**src/rtl/stream_vadd_multi_pkg.sv**
```systemverilog
// Shared types and token helper for the multi-lane stream combiner.
// Token layout: payload in the low bits, end-of-transfer flag just above the payload.
package stream_vadd_pkg;

   localparam int MAX_DW = 128;

   typedef enum logic [1:0] {
      ADD  = 2'd0,
      SUB  = 2'd1,
      MAX  = 2'd2,
      RSVD = 2'd3
   } op_e;

   typedef enum logic [2:0] {
      S_IDLE,
      S_RUN,
      S_DRAIN,
      S_EMIT_EOT,
      S_DONE
   } state_e;

   // Caller zero-extends data; eot lands at bit position dw.
   function automatic logic [MAX_DW:0] mk_token(input logic eot,
                                                input logic [MAX_DW-1:0] data,
                                                input logic [7:0] dw);
      logic [MAX_DW:0] t;
      t     = {1'b0, data};
      t[dw] = eot;
      return t;
   endfunction

endpackage

```
**src/rtl/stream_vadd_multi_if.sv**
```systemverilog
// Stream bundle: NUM_IN FIFO-read lanes in, one FIFO-write stream out.
interface stream_vadd_multi_if #(
   parameter int NUM_IN     = 2,
   parameter int DATA_WIDTH = 32
);
   localparam int TOKEN_W = DATA_WIDTH + 1;

   logic [NUM_IN*TOKEN_W-1:0] in_dout;
   logic [NUM_IN-1:0]         in_empty_n;
   logic [NUM_IN-1:0]         in_read;
   logic [TOKEN_W-1:0]        out_din;
   logic                      out_full_n;
   logic                      out_write;

   modport slave (
      input  in_dout, in_empty_n, out_full_n,
      output in_read, out_din, out_write
   );

   modport master (
      output in_dout, in_empty_n, out_full_n,
      input  in_read, out_din, out_write
   );
endinterface

```
**src/rtl/stream_vadd_multi_out_reg.sv**
```systemverilog
// One-entry output buffer; a load may coincide with the sink taking the held token.
module stream_out_reg #(
   parameter int TOKEN_W = 33
) (
   input  logic               clk,
   input  logic               rst,
   input  logic               load,
   input  logic [TOKEN_W-1:0] data,
   input  logic               full_n,
   output logic               slot_free,
   output logic [TOKEN_W-1:0] din,
   output logic               write,
   output logic               valid
);

   assign write     = valid & full_n;
   assign slot_free = ~valid | full_n;

   always_ff @(posedge clk or posedge rst) begin
      if (rst) begin
         valid <= 1'b0;
         din   <= '0;
      end else if (load) begin
         valid <= 1'b1;
         din   <= data;
      end else if (write) begin
         valid <= 1'b0;
      end
   end

endmodule

```
**src/rtl/stream_vadd_multi.sv**
```systemverilog
// Lane-wise reduction of NUM_IN token streams into one stream under ap_ctrl_hs.
// state      | meaning
// S_IDLE     | waiting for ap_start; ap_idle high
// S_RUN      | combining one token from every lane per fire
// S_DRAIN    | reading each lane up to and including its eot
// S_EMIT_EOT | loading the close token into the output register
// S_DONE     | waiting for the close token to leave, then done/ready
module stream_vadd_multi
   import stream_vadd_pkg::*;
#(
   parameter int NUM_IN     = 2,
   parameter int DATA_WIDTH = 32
) (
   input  logic        ap_clk,
   input  logic        ap_rst,
   input  logic        ap_start,
   output logic        ap_done,
   output logic        ap_idle,
   output logic        ap_ready,
   input  logic [63:0] n,
   input  logic [1:0]  op,
   output logic        err,
   stream_vadd_multi_if.slave bus
);

   localparam int         TOKEN_W = DATA_WIDTH + 1;
   localparam logic [7:0] DW8     = 8'(DATA_WIDTH);

   state_e                 state;
   op_e                    op_r;
   logic [63:0]            n_r;
   logic [63:0]            count;
   logic [NUM_IN-1:0]      seen;
   logic [NUM_IN-1:0]      seen_nxt;
   logic [NUM_IN-1:0]      eot_vec;
   logic [DATA_WIDTH-1:0]  lane_data [NUM_IN];
   logic [DATA_WIDTH-1:0]  result;
   logic [MAX_DW-1:0]      res_ext;
   logic [MAX_DW:0]        tok_full;
   logic [TOKEN_W-1:0]     load_data;
   logic                   slot_free;
   logic                   out_valid;
   logic                   fire;
   logic                   load;
   logic                   drain_err;
   logic                   unused_tok_hi;

   always_comb begin
      for (int i = 0; i < NUM_IN; i++) begin
         lane_data[i] = bus.in_dout[i*TOKEN_W +: DATA_WIDTH];
         eot_vec[i]   = bus.in_dout[i*TOKEN_W + DATA_WIDTH];
      end
   end

   // Sub chains lane0 - lane1 - ..., which equals lane0 minus the sum of the rest mod 2^W.
   always_comb begin
      logic [DATA_WIDTH-1:0] acc;
      acc = lane_data[0];
      for (int i = 1; i < NUM_IN; i++) begin
         case (op_r)
            SUB:     acc = acc - lane_data[i];
            MAX:     if (lane_data[i] > acc) acc = lane_data[i];
            default: acc = acc + lane_data[i];
         endcase
      end
      result = acc;
   end

   assign fire = (state == S_RUN) && (&bus.in_empty_n) && slot_free;

   always_comb begin
      case (state)
         S_RUN:   bus.in_read = {NUM_IN{fire}};
         S_DRAIN: bus.in_read = bus.in_empty_n & ~seen;
         default: bus.in_read = '0;
      endcase
   end

   assign seen_nxt  = seen | (bus.in_read & eot_vec);
   assign drain_err = |(bus.in_read & ~eot_vec);

   always_comb begin
      res_ext                   = '0;
      res_ext[DATA_WIDTH-1:0]   = result;
      if (state == S_EMIT_EOT)
         tok_full = mk_token(1'b1, '0, DW8);
      else
         tok_full = mk_token(1'b0, res_ext, DW8);
      load_data = tok_full[TOKEN_W-1:0];
   end

   assign unused_tok_hi = ^tok_full[MAX_DW:TOKEN_W];

   assign load = (fire && !(|eot_vec)) || ((state == S_EMIT_EOT) && slot_free);

   stream_out_reg #(.TOKEN_W(TOKEN_W)) u_oreg (
      .clk       (ap_clk),
      .rst       (ap_rst),
      .load      (load),
      .data      (load_data),
      .full_n    (bus.out_full_n),
      .slot_free (slot_free),
      .din       (bus.out_din),
      .write     (bus.out_write),
      .valid     (out_valid)
   );

   always_ff @(posedge ap_clk or posedge ap_rst) begin
      if (ap_rst) begin
         state    <= S_IDLE;
         ap_idle  <= 1'b1;
         ap_done  <= 1'b0;
         ap_ready <= 1'b0;
         err      <= 1'b0;
         n_r      <= '0;
         op_r     <= ADD;
         count    <= '0;
         seen     <= '0;
      end else begin
         ap_done  <= 1'b0;
         ap_ready <= 1'b0;
         case (state)
            S_IDLE: begin
               // ap_start is still held in the ap_ready cycle; ignore it there.
               if (ap_start && !ap_done) begin
                  n_r     <= n;
                  op_r    <= op_e'(op);
                  count   <= '0;
                  seen    <= '0;
                  err     <= 1'b0;
                  ap_idle <= 1'b0;
                  state   <= (n == 64'd0) ? S_DRAIN : S_RUN;
               end
            end
            S_RUN: begin
               if (fire) begin
                  if (|eot_vec) begin
                     err   <= 1'b1;
                     seen  <= eot_vec;
                     state <= S_DRAIN;
                  end else begin
                     count <= count + 64'd1;
                     if (count + 64'd1 == n_r) state <= S_DRAIN;
                  end
               end
            end
            S_DRAIN: begin
               seen <= seen_nxt;
               if (drain_err) err <= 1'b1;
               if (&seen_nxt) state <= S_EMIT_EOT;
            end
            S_EMIT_EOT: begin
               if (slot_free) state <= S_DONE;
            end
            S_DONE: begin
               if (!out_valid) begin
                  ap_done  <= 1'b1;
                  ap_ready <= 1'b1;
                  ap_idle  <= 1'b1;
                  state    <= S_IDLE;
               end
            end
            default: state <= S_IDLE;
         endcase
      end
   end

endmodule

```
**src/flat_wrapper.sv**
```systemverilog
// flat-port wrapper written by rule: the top's interface ports become plain ports
module stream_vadd_multi_flat import stream_vadd_pkg::*;
#(
   parameter int NUM_IN     = 2,
   parameter int DATA_WIDTH = 32
)
  (ap_clk, ap_rst, ap_start, ap_done, ap_idle, ap_ready, n, op, err, bus_in_dout, bus_in_empty_n, bus_out_full_n, bus_in_read, bus_out_din, bus_out_write);
  stream_vadd_multi_if #(.NUM_IN(NUM_IN), .DATA_WIDTH(DATA_WIDTH)) bus_i ();
  input  logic ap_clk;
  input  logic ap_rst;
  input  logic ap_start;
  output logic ap_done;
  output logic ap_idle;
  output logic ap_ready;
  input  logic [63:0] n;
  input  logic [1:0] op;
  output logic err;
  input wire logic [$bits(bus_i.in_dout)-1:0] bus_in_dout;
  input wire logic [$bits(bus_i.in_empty_n)-1:0] bus_in_empty_n;
  input wire logic [$bits(bus_i.out_full_n)-1:0] bus_out_full_n;
  output wire logic [$bits(bus_i.in_read)-1:0] bus_in_read;
  output wire logic [$bits(bus_i.out_din)-1:0] bus_out_din;
  output wire logic [$bits(bus_i.out_write)-1:0] bus_out_write;
  assign bus_i.in_dout = bus_in_dout;
  assign bus_i.in_empty_n = bus_in_empty_n;
  assign bus_i.out_full_n = bus_out_full_n;
  assign bus_in_read = bus_i.in_read;
  assign bus_out_din = bus_i.out_din;
  assign bus_out_write = bus_i.out_write;
  stream_vadd_multi #(.NUM_IN(NUM_IN), .DATA_WIDTH(DATA_WIDTH)) u_core (.ap_clk(ap_clk), .ap_rst(ap_rst), .ap_start(ap_start), .ap_done(ap_done), .ap_idle(ap_idle), .ap_ready(ap_ready), .n(n), .op(op), .err(err), .bus(bus_i));
endmodule
```
**config.mk**
```make
export PLATFORM = sky130hd
export DESIGN_NAME = stream_vadd_multi_flat
export DESIGN_NICKNAME = d
export VERILOG_FILES = /design/src/rtl/stream_vadd_multi_pkg.sv /design/src/rtl/stream_vadd_multi_if.sv /design/src/rtl/stream_vadd_multi_out_reg.sv /design/src/rtl/stream_vadd_multi.sv /design/src/flat_wrapper.sv
export SDC_FILE = /design/constraint.sdc
export NUM_CORES = 1
export LEC_CHECK = 0
export ABC_CLOCK_PERIOD_IN_PS = 8650
export CORE_ASPECT_RATIO = 0.6
export CORE_MARGIN = 10
export CORE_UTILIZATION = 45
export CTS_CLUSTER_SIZE = 25
export DETAILED_ROUTE_END_ITERATION = 6
export GPL_TIMING_DRIVEN = 0
export PLACE_DENSITY = 0.73
export SYNTH_ARGS = -nofsm -noshare
export SYNTH_HDL_FRONTEND = slang
export SYNTH_HIERARCHICAL = 1
export SYNTH_SLANG_ARGS = --single-unit
```
**constraint.sdc**
```tcl
create_clock -name ap_clk -period 8.65 [get_ports ap_clk]
set_input_delay 1.73 -clock ap_clk [delete_from_list [all_inputs] [get_ports ap_clk]]
set_output_delay 1.73 -clock ap_clk [all_outputs]
set_load 0.01 [all_outputs]
```
---- Word level (Yosys, flattened, before mapping) ----
Index checks and enable logic that the tools add are counted.
word-level totals
  logic and storage cells ................. 95
  output and inout port bits .............. 40
  flip-flop bits (word level) ............. 172
  input port bits ......................... 138
cells by class
  equality and inequality tests ........... 16
  add/subtract/negate cells ............... 3
  magnitude comparators ................... 1
  bitwise gates (word level) .............. 9
  reduce and logical (&&, ||, !) cells .... 24
  muxes and demuxes ....................... 32
operators by type and width
  cell                     number
  $mux W64                 3
  $pmux W64 S2             1
  $add A64 B1 Y64 const B  1
  $eq A64 B64 Y1           1
  $logic_not A64 Y1        1
  $pmux W32 S2             1
  $mux W33                 1
  $add A32 B32 Y32         1
  $gt A32 B32 Y1           1
  $mux W32                 1
  $sub A32 B32 Y32         1
  $mux W3                  7
  $pmux W3 S5              1
  $ne A2 B1 Y1 const B     5
  $mux W1                  9
  $mux W2                  4
  $reduce_and A4 Y1        2
  $and A2 B2 Y2            3
  $eq A3 B2 Y1 const B     2
  $ne A2 B2 Y1 const B     3
  $pmux W2 S3              1
  $reduce_and A2 Y1        3
  $reduce_and A6 Y1        1
  $reduce_bool A2 Y1       3
  other kinds (21)         28

---- Longest topological paths before layout ----
  depth in word-level cells ............... 9
  mapped depth ............................ 16

---- By module ----
Netlist, hierarchy kept.
by module, submodules not included
  module             sequential area each (µm²)  cells an instance  times used  area an instance (µm²)
  stream_vadd_multi  3454.6                      1554               1           12704.7
  stream_out_reg     850.8                       75                 1           1425.1

---- Worst setup path after synthesis ----
No wires, ideal clock.
  path kind ............................... input -> register
  from .................................... input bus_in_dout[0]
  to ...................................... register u_core.u_oreg.din[10]
  path slack .............................. 3660 ps
  stages on the path ...................... 15
  buffers on the path ..................... 1
  arrival ................................. 4865 ps
  cell sequence ........................... inv_1 > ha_1 > fa_1 > nor2b_1 > o31ai_1 > a31oi_1 > o21ai_1 > a21oi_1 > a2111oi_1 > o21bai_2 > buf_2 > mux2_1 > a221oi_1 > a211oi_1 > mux2_4
on the way
  longest elaborated chain between the ends .. 4
ends and longest elaborated chain
  what                           line                             text
  start, declared                flat_wrapper.sv:18               input wire logic [$bits(bus_i.in_dout)-1:0] bus_in_dout;
  $gt A32 B32 Y1                 stream_vadd_multi.sv:62          MAX: if (lane_data[i] > acc) acc = lane_data[i];
  $mux W32                       stream_vadd_multi.sv:62
  $pmux W32 S2 *                 stream_vadd_multi.sv:60          case (op_r)
  $mux W33 *                     stream_vadd_multi.sv:85          if (state == S_EMIT_EOT)
  named net u_core.tok_full[10]  stream_vadd_multi.sv:39          logic [MAX_DW:0] tok_full;
  end signal, assigned           stream_vadd_multi_out_reg.sv:25  din <= data;
  end, declared                  stream_vadd_multi_out_reg.sv:11  output logic [TOKEN_W-1:0] din,
The timed path passes the listed nets; every way through them passes the cells marked *.
A chain may end at the register's enable or synchronous reset.

---- Final worst setup path ----
Same ends and word-level chain as after synthesis.

==> flow_summary_export.csv <==
group,metric,value,unit
clock_network,clock_sinks,172,
drt,vias_per_cell,6.24,
clock_network,cts-root-buf,"clkbuf_16",
grt,grt.total_usage,0.275,
critical_path,critPathMaxStageDelay,0.65,ns
yosys,synth_most_common_cell,"dfrtp_1",
floorplanning,die-area,39100,µm²
yosys,ys_seq_area_frac,0.305,
timing,rsz0062_at_grt,"no",
yosys,ys.warnings.count,6,
grt,grt_pass1_wl,82700,µm
cells_and_area,final_net_count,2033,
clock_network,cts_setup_buffers,0,
place,dp_cells,2224,
yosys,synth_compound_area_frac,0.200,
timing,fmax,150,MHz
yosys,muxShareOfSynthArea,0.112,
timing,tightest_slew,1.13,ns
drt,drt_iter0_drc,1979,
timing,min_period,6.69,ns
clock_network,cts_buffer_depth,2,
timing,setup_viol,0,
power_and_ir_drop,intPower,2600,µW
timing,fin_skew,0.0161,ns
cells_and_area,area_delta_synth_final,20.6,%
critical_path,cp_data_required_time,8.99,ns
grt,antenna_found_initial,6,
drt,drc,3,
yosys,synth_seq_cells,172,
floorplanning,floorplan.initialDensity,0.454,
power_and_ir_drop,ir_drop,181,µV
power_and_ir_drop,switching_share,0.446,
timing,slew-limit-headroom,0.239,
power_and_ir_drop,p_clk_frac,0.164,
clock_network,holdBufCountCts,0,
floorplanning,pin_count,178,
yosys,netlist_instances,1629,
yosys,synth_top_family_by_area,"compound AO/OA/AOI/OAI gates",
power_and_ir_drop,powerDensity,275,nW/µm²
yosys,synthSimpleGateAreaFrac,0.188,
timing,finalCritPeriodShare,0.773,
grt,globalRouteOverflowTotal,0,
yosys,synthXorXnorAreaFrac,0.0787,
critical_path,cpMaxStageDelayCell,"a21oi_1",
place,portBuffers,177,
critical_path,start_kind,"input pin",
cells_and_area,fin_cells,2260,
drt,antenna_left,0,
grt,grt_pass1_vias,13391,
timing,setup_tns,0,ns
critical_path,cp_max_fo,10,
yosys,synth_adder_area_share,0.0613,
cells_and_area,drive_gt1_frac,0.110,
grt,grt_max_degree,73,
drt,first_pass_iters,7,
floorplanning,std_cell_rows,50,
yosys,syn-mean-instance-area,8.67,µm²
clock_network,ctsResizeCount,0,
power_and_ir_drop,p_seq_frac,0.275,
worst_hold_path,hold_path.class,"reg2reg",
yosys,yosysUniqueCellTypes,91,
place,dp_hpwl,43400,µm
yosys,ys.flop_type,"dfrtp_1",
timing,finalHoldViolCount,0,
power_and_ir_drop,p_leak,0.00683,µW
yosys,syn-num-nets,1835,
yosys,synthTopCellsByCount,"dfrtp_1 (171), nor2_1 (133), nand2_1 (127), o21ai_0 (119), xnor2_1 (104)",
power_and_ir_drop,combPwrFrac,0.561,
timing,drv_slew,0,
critical_path,path_cells,"clkdlybuf4s50_1, inv_1, ha_1, fa_1, nor2b_1, o31ai_1, a31oi_1, o21ai_1, a21oi_1, a2111oi_1, o21bai_2, buf_2, mux2_1, a221oi_1, a211oi_1, mux2_4",
clock_network,clk_pin_slew,0.07,ns
clock_network,insertion_delay,0.46,ns
clock_network,cts_made_buffers,17,
critical_path,critical_path_class,"in2reg",
yosys,ys_async_sr_fraction,1.00,
drt,vias,14093,
place,gp_congestion,0.989,
clock_network,htree_num_levels,4,
floorplanning,die_y,157,µm
critical_path,arrival,7.03,ns
drt,drt-total-wl,55100,µm
clock_network,cts_tree,"built",
yosys,synth-edff-count,0,
yosys,synth_area,14100,µm²
power_and_ir_drop,p_switching,2090,µW
outcome,violations,"design-rule violations",
floorplanning,dieWidth,249,µm
outcome,status,"finished, violations left",
critical_path,crit_path_end_kind,"register",
yosys,synth_area_leaders,"dfrtp_1 (30%), mux2_2 (6.6%), xnor2_1 (6.4%)",
yosys,yosysTopAreaCell,"dfrtp_1",
drt,routedWlPerCell,24.4,µm
floorplanning,coreArea,31100,µm²
yosys,synth_top_area_frac,0.303,
flow_run,cap_violations,0,
registers in the layout, indices dropped and copies added (netlist names):
name	flops
u_core/u_oreg/valid	1
u_core/op_r	2
u_core/seen	2
u_core/state	3
u_core/ap_ready	1
u_core/ap_idle	1
u_core/u_oreg/din	33
u_core/count	64
u_core/n_r	64
u_core/err	1
critical path, delay by kind of cell:
family,cells,cell delay [ns]
buf+inv,3,1.04
compound gates,8,2.55
mux,2,0.67
simple gates,1,0.27
fa+ha+maj,2,0.72
cells in the final DEF, fill, tap and decap left out, types with 20 or more instances in the layout:
cell,netlist,layout
xor2_1,23,23
inv_1,76,74
o31ai_1,38,38
dfrtp_1,171,171
nand4_1,30,30
mux2_4,29,29
mux2_2,83,83
o21ai_0,119,119
a211oi_1,20,20
clkdlybuf4s50_1,0,177
nor4_1,36,35
nor3_1,40,40
xnor2_1,104,104
a31oi_1,28,28
nor2_1,133,133
ha_1,66,66
a21oi_1,79,79
nand2_1,127,127
clkbuf_1,71,72
nand3_1,44,44
and3_1,20,20
final timing paths:
| path | startpoint | end | slack (ns) | cells past startpoint |
|---|---|---|---|---|
| max | bus_in_dout[0] | u_core/u_oreg/din[10] | 1.96 | 16 |
| min | u_core/u_oreg/din[6] | u_core/u_oreg/din[6] | 0.51 | 1 |
| max reg2reg | u_core/count[0] | u_core/state[0] | 4.46 | 11 |
| min reg2reg | u_core/u_oreg/din[6] | u_core/u_oreg/din[6] | 0.51 | 1 |
| max in group asynchronous | ap_rst | u_core/ap_idle | 6.05 | 3 |
| min in group asynchronous | ap_rst | u_core/n_r[7] | 1.76 | 2 |
metal layers:
metal,wire (µm),vias up,global-route usage,share of wire
met4,1010,4,0.0723,0.018
met5,29,-,0,0.00053
met1,26000,6872,0.409,0.47
met3,6370,83,0.0803,0.12
met2,21700,774,0.373,0.39
li1,-,6360,-,-
logic make-up after synthesis:
group	after synthesis
flops	172
mux	132
compound gates	431
xor+xnor	127
fa+ha+maj	68
buf+inv	179
simple gates	520
per-stage QoR:
stage               setup slack [ns]   util  instance area [µm²]  hold slack, ns  power, µW
finish                          1.96  0.548                17000           0.512       4690
CTS                             2.19  0.548                17000           0.510       4630
detailed placement              1.71  0.530                16500           0.498       3840
global placement                1.10  0.528                16400           0.493       3790
floorplan                       3.23      -                14100           0.450       2860
global route                    1.82  0.548                17000           0.530       4930
power groups by stage:
stage	Sequential (µW)	Combinational, µW	Clock [µW]
after floorplan	1260	1600	0
after global placement	1290	2500	0
after detailed placement	1300	2530	0
after CTS	1290	2550	781
after global routing	1320	2790	818
final	1290	2630	768
layout make-up:
class                      instances  area, µm²
antenna                            4       10.0
buffer                           101        482
clock buffer                      22        484
clock inverter                    10       80.1
fill                            2885      14000
inverter                          78        298
multi-input combinational       1278       9060
sequential                       172       4310
tap                              416        520
timing repair buffer             179       1810
Power figures use the tool's default switching activity.
==> variant: new RTL, config.mk and constraints unchanged <==
`NUM_IN` is set to 2 in 3 places; all go to 1.
--- a/src/rtl/stream_vadd_multi_if.sv
+++ b/src/rtl/stream_vadd_multi_if.sv
@@ -2,3 +2,3 @@
 interface stream_vadd_multi_if #(
-   parameter int NUM_IN     = 2,
+   parameter int NUM_IN     = 1,
    parameter int DATA_WIDTH = 32
--- a/src/rtl/stream_vadd_multi.sv
+++ b/src/rtl/stream_vadd_multi.sv
@@ -10,3 +10,3 @@
 #(
-   parameter int NUM_IN     = 2,
+   parameter int NUM_IN     = 1,
    parameter int DATA_WIDTH = 32
--- a/src/flat_wrapper.sv
+++ b/src/flat_wrapper.sv
@@ -3,3 +3,3 @@
 #(
-   parameter int NUM_IN     = 2,
+   parameter int NUM_IN     = 1,
    parameter int DATA_WIDTH = 32
Ports: changed (resized bus_in_dout, bus_in_empty_n and bus_in_read); port bits go from 178 to 143. The function was not compared with the original's and may differ.
==> variant against the unedited design <==
  * Setup slack better by 1.2 ns
  * Clock skew down 0.010 ns
  * First-iteration DRC count is 32% lower
  * Synthesized cell count shrank 28%
  * Synthesized area shrank 27%
  * Sequential cell count down 3
  * Design area down 25%
  * Total power shrank 22%
  * Routed wire length down 27%
  * Die area down 25%
  * Hold slack got worse by 0.0060 ns
  * Final cell count down 27%
  * Combinational power shrank 41%
  * Critical endpoint is now bus_in_read
  * Largest cell class unchanged
  * Largest power group unchanged
==> variant: results (changes against the unedited design) <==
Status
  • Outcome: finished, final reports clean (was finished, violations left)

Global routing
  • Global-route wire length before repair: 59.9 mm (was 82.7 mm)
  • Initial antenna violation count: 1 (was 6)
  • Total global-route track usage: 27.0% (was 27.5%)
  • Largest net degree at the start of global routing: 84 (was 73)
  • Vias in the first global route: 9490 (was 13391)

Setup path
  • Max FO, Critical Path: 9 (was 10)
  • Reg2Reg Setup Slack: 3.87 ns (was 4.46 ns)
  • Slowest-stage cell, CP: clkdlybuf4s50_1 (was a21oi_1)
  • Largest stage delay on the critical path: 0.61 ns (was 0.65 ns)
  • WP data arrival: 3.71 ns (was 7.03 ns)
  • Critical Path Start: bus_out_full_n (was bus_in_dout[0])
  • R2R depth: 10 (was 11)

Timing
  • WHS: 0.506 ns (was 0.512 ns)
  • Worst-Margin Slew: 1.26 ns (was 1.13 ns)
  • Clk_skew: 0.00564 ns (was 0.0161 ns)

Placement
  • GP Congestion: 1.01 (was 0.989)
  • Port Buffers: 139 (was 177)
  • HPWL after DPL: 30.8 mm (was 43.4 mm)

Yosys
  • Register area share after synthesis: 41.2% (was 30.5%)
  • Top cell type's share of synthesized area: 41.0% (was 30.3%)
  • Post-Syn Nets: 1286 (was 1835)
  • Synth area leaders: dfrtp_1, nand2_1, xnor2_1 (was dfrtp_1, mux2_2, xnor2_1)
  • Synth cell types: 79 (was 91)
  • Synth cell count leaders: nand2_1, dfrtp_1, o21ai_0 (was dfrtp_1, nor2_1, nand2_1)

Min path
  • Hold Path Depth: 2 (was 1)
  • Hold Crit Start: u_core/n_r[9]$_DFFE_PP0P_ (was u_core/u_oreg/din[6]$_DFFE_PP0P_)
  • Hold EP: u_core/n_r[9]$_DFFE_PP0P_ (was u_core/u_oreg/din[6]$_DFFE_PP0P_)

Detailed routing
  • First-pass detailed-route iteration total: 6 (was 7)
  • Routed wire length per instance: 24.1 um (was 24.4 um)
  • Initial drt markers: 1351 (was 1979)
  • Vias post-DR: 9941 (was 14093)

CTS
  • Post-CTS Resized: 0 (unchanged)
  • Reg clk slew, reported paths: 0.07 ns (about the same)

Power and ir drop
  • Leakage: 0.00531 uW (was 0.00683 uW)
  • Worst IR drop on VDD: 0.156 mV (was 0.181 mV)
  • Sw frac: 37.6% (was 44.6%)

Layout
  • Diode count: 0 (was 4)
  • NumNets Final: 1445 (was 2033)
  • Share of layout cells above drive strength 1: 8.20% (was 11.0%)
-- variant: changes by cell type after synthesis, sizes merged, moves of 33 or more --
cell   before  now
mux2      126   33
inv        76   16
nand2     127  261
xnor2     104   60
ha         66    1
o21ai     123   89
and2        9   42
a21oi      79   27
nor2      134   64
-- variant: final cells by class --
class | count | area, um^2
fill | 2029 | 9490
multi-input combinational | 919 | 5600
sequential | 169 | 4230
timing repair buffer | 140 | 1420
clock buffer | 21 | 450
tap | 308 | 385
buffer | 77 | 375
clock inverter | 11 | 218
inverter | 16 | 65.1
-- variant: power groups by stage --
stage | Sequential, uW | Clock [uW] | Combinational (uW)
after CTS | 1220 | 899 | 1530
final | 1230 | 893 | 1550
after detailed placement | 1230 | 0 | 1520
after global routing | 1250 | 939 | 1660
after global placement | 1230 | 0 | 1490
after floorplan | 1220 | 0 | 904
-- variant: worst max-delay path: cells and delay by family --
family                 cells  cell delay (ns)
AO/OA/AOI/OAI              1             0.14
AND/OR/NAND/NOR            2             0.44
buffers and inverters      3             1.40
-- variant: cell families after synthesis --
logic type	Yosys count	synth area share, %
muxes	34	4.78
buffers and inverters	93	4.25
AOI/OAI and AO/OA	206	12.8
DFF	169	41.2
xor gates and xnor gates	90	7.82
and+or+nand+nor	588	29.0
adders and majority gates	1	0.122
-- variant: worst max path at each step --
stage | slack [ns] | endpoint | depth (start not counted)
after floorplan | 3.31 | u_core/ap_ready$_DFF_PP0_ | 1
after global placement | 1.13 | u_core/count[29]$_DFFE_PP0P_ | 2
after detailed placement | 3.23 | bus_in_read | 6
after CTS | 3.20 | bus_in_read | 6
after global routing | 3.05 | bus_in_read | 6
final | 3.21 | bus_in_read | 6
-- variant: through the flow --
stage / total power [uW] / worst slack, ns / cells / instance area, um^2 / util [%]
after floorplan: 2120 / 3.31 / 1181 / 10300 / -
after global routing: 3860 / 3.05 / 1661 / 12700 / 57.3
after CTS: 3650 / 3.20 / 1661 / 12700 / 57.3
final: 3670 / 3.21 / 1661 / 12700 / 57.3
after global placement: 2720 / 1.13 / 1628 / 12000 / 54.1
after detailed placement: 2750 / 3.23 / 1629 / 12100 / 54.3
-- variant: routing by layer --
| layer | up-vias | global-route usage (%) | routed length (um) |
|---|---|---|---|
| met2 | 534 | 34.3 | 15400 |
| met4 | 2 | 7.64 | 695 |
| li1 | 4512 | - | - |
| met5 | - | 0 | 7 |
| met3 | 55 | 11.0 | 5290 |
| met1 | 4838 | 40.0 | 18600 |
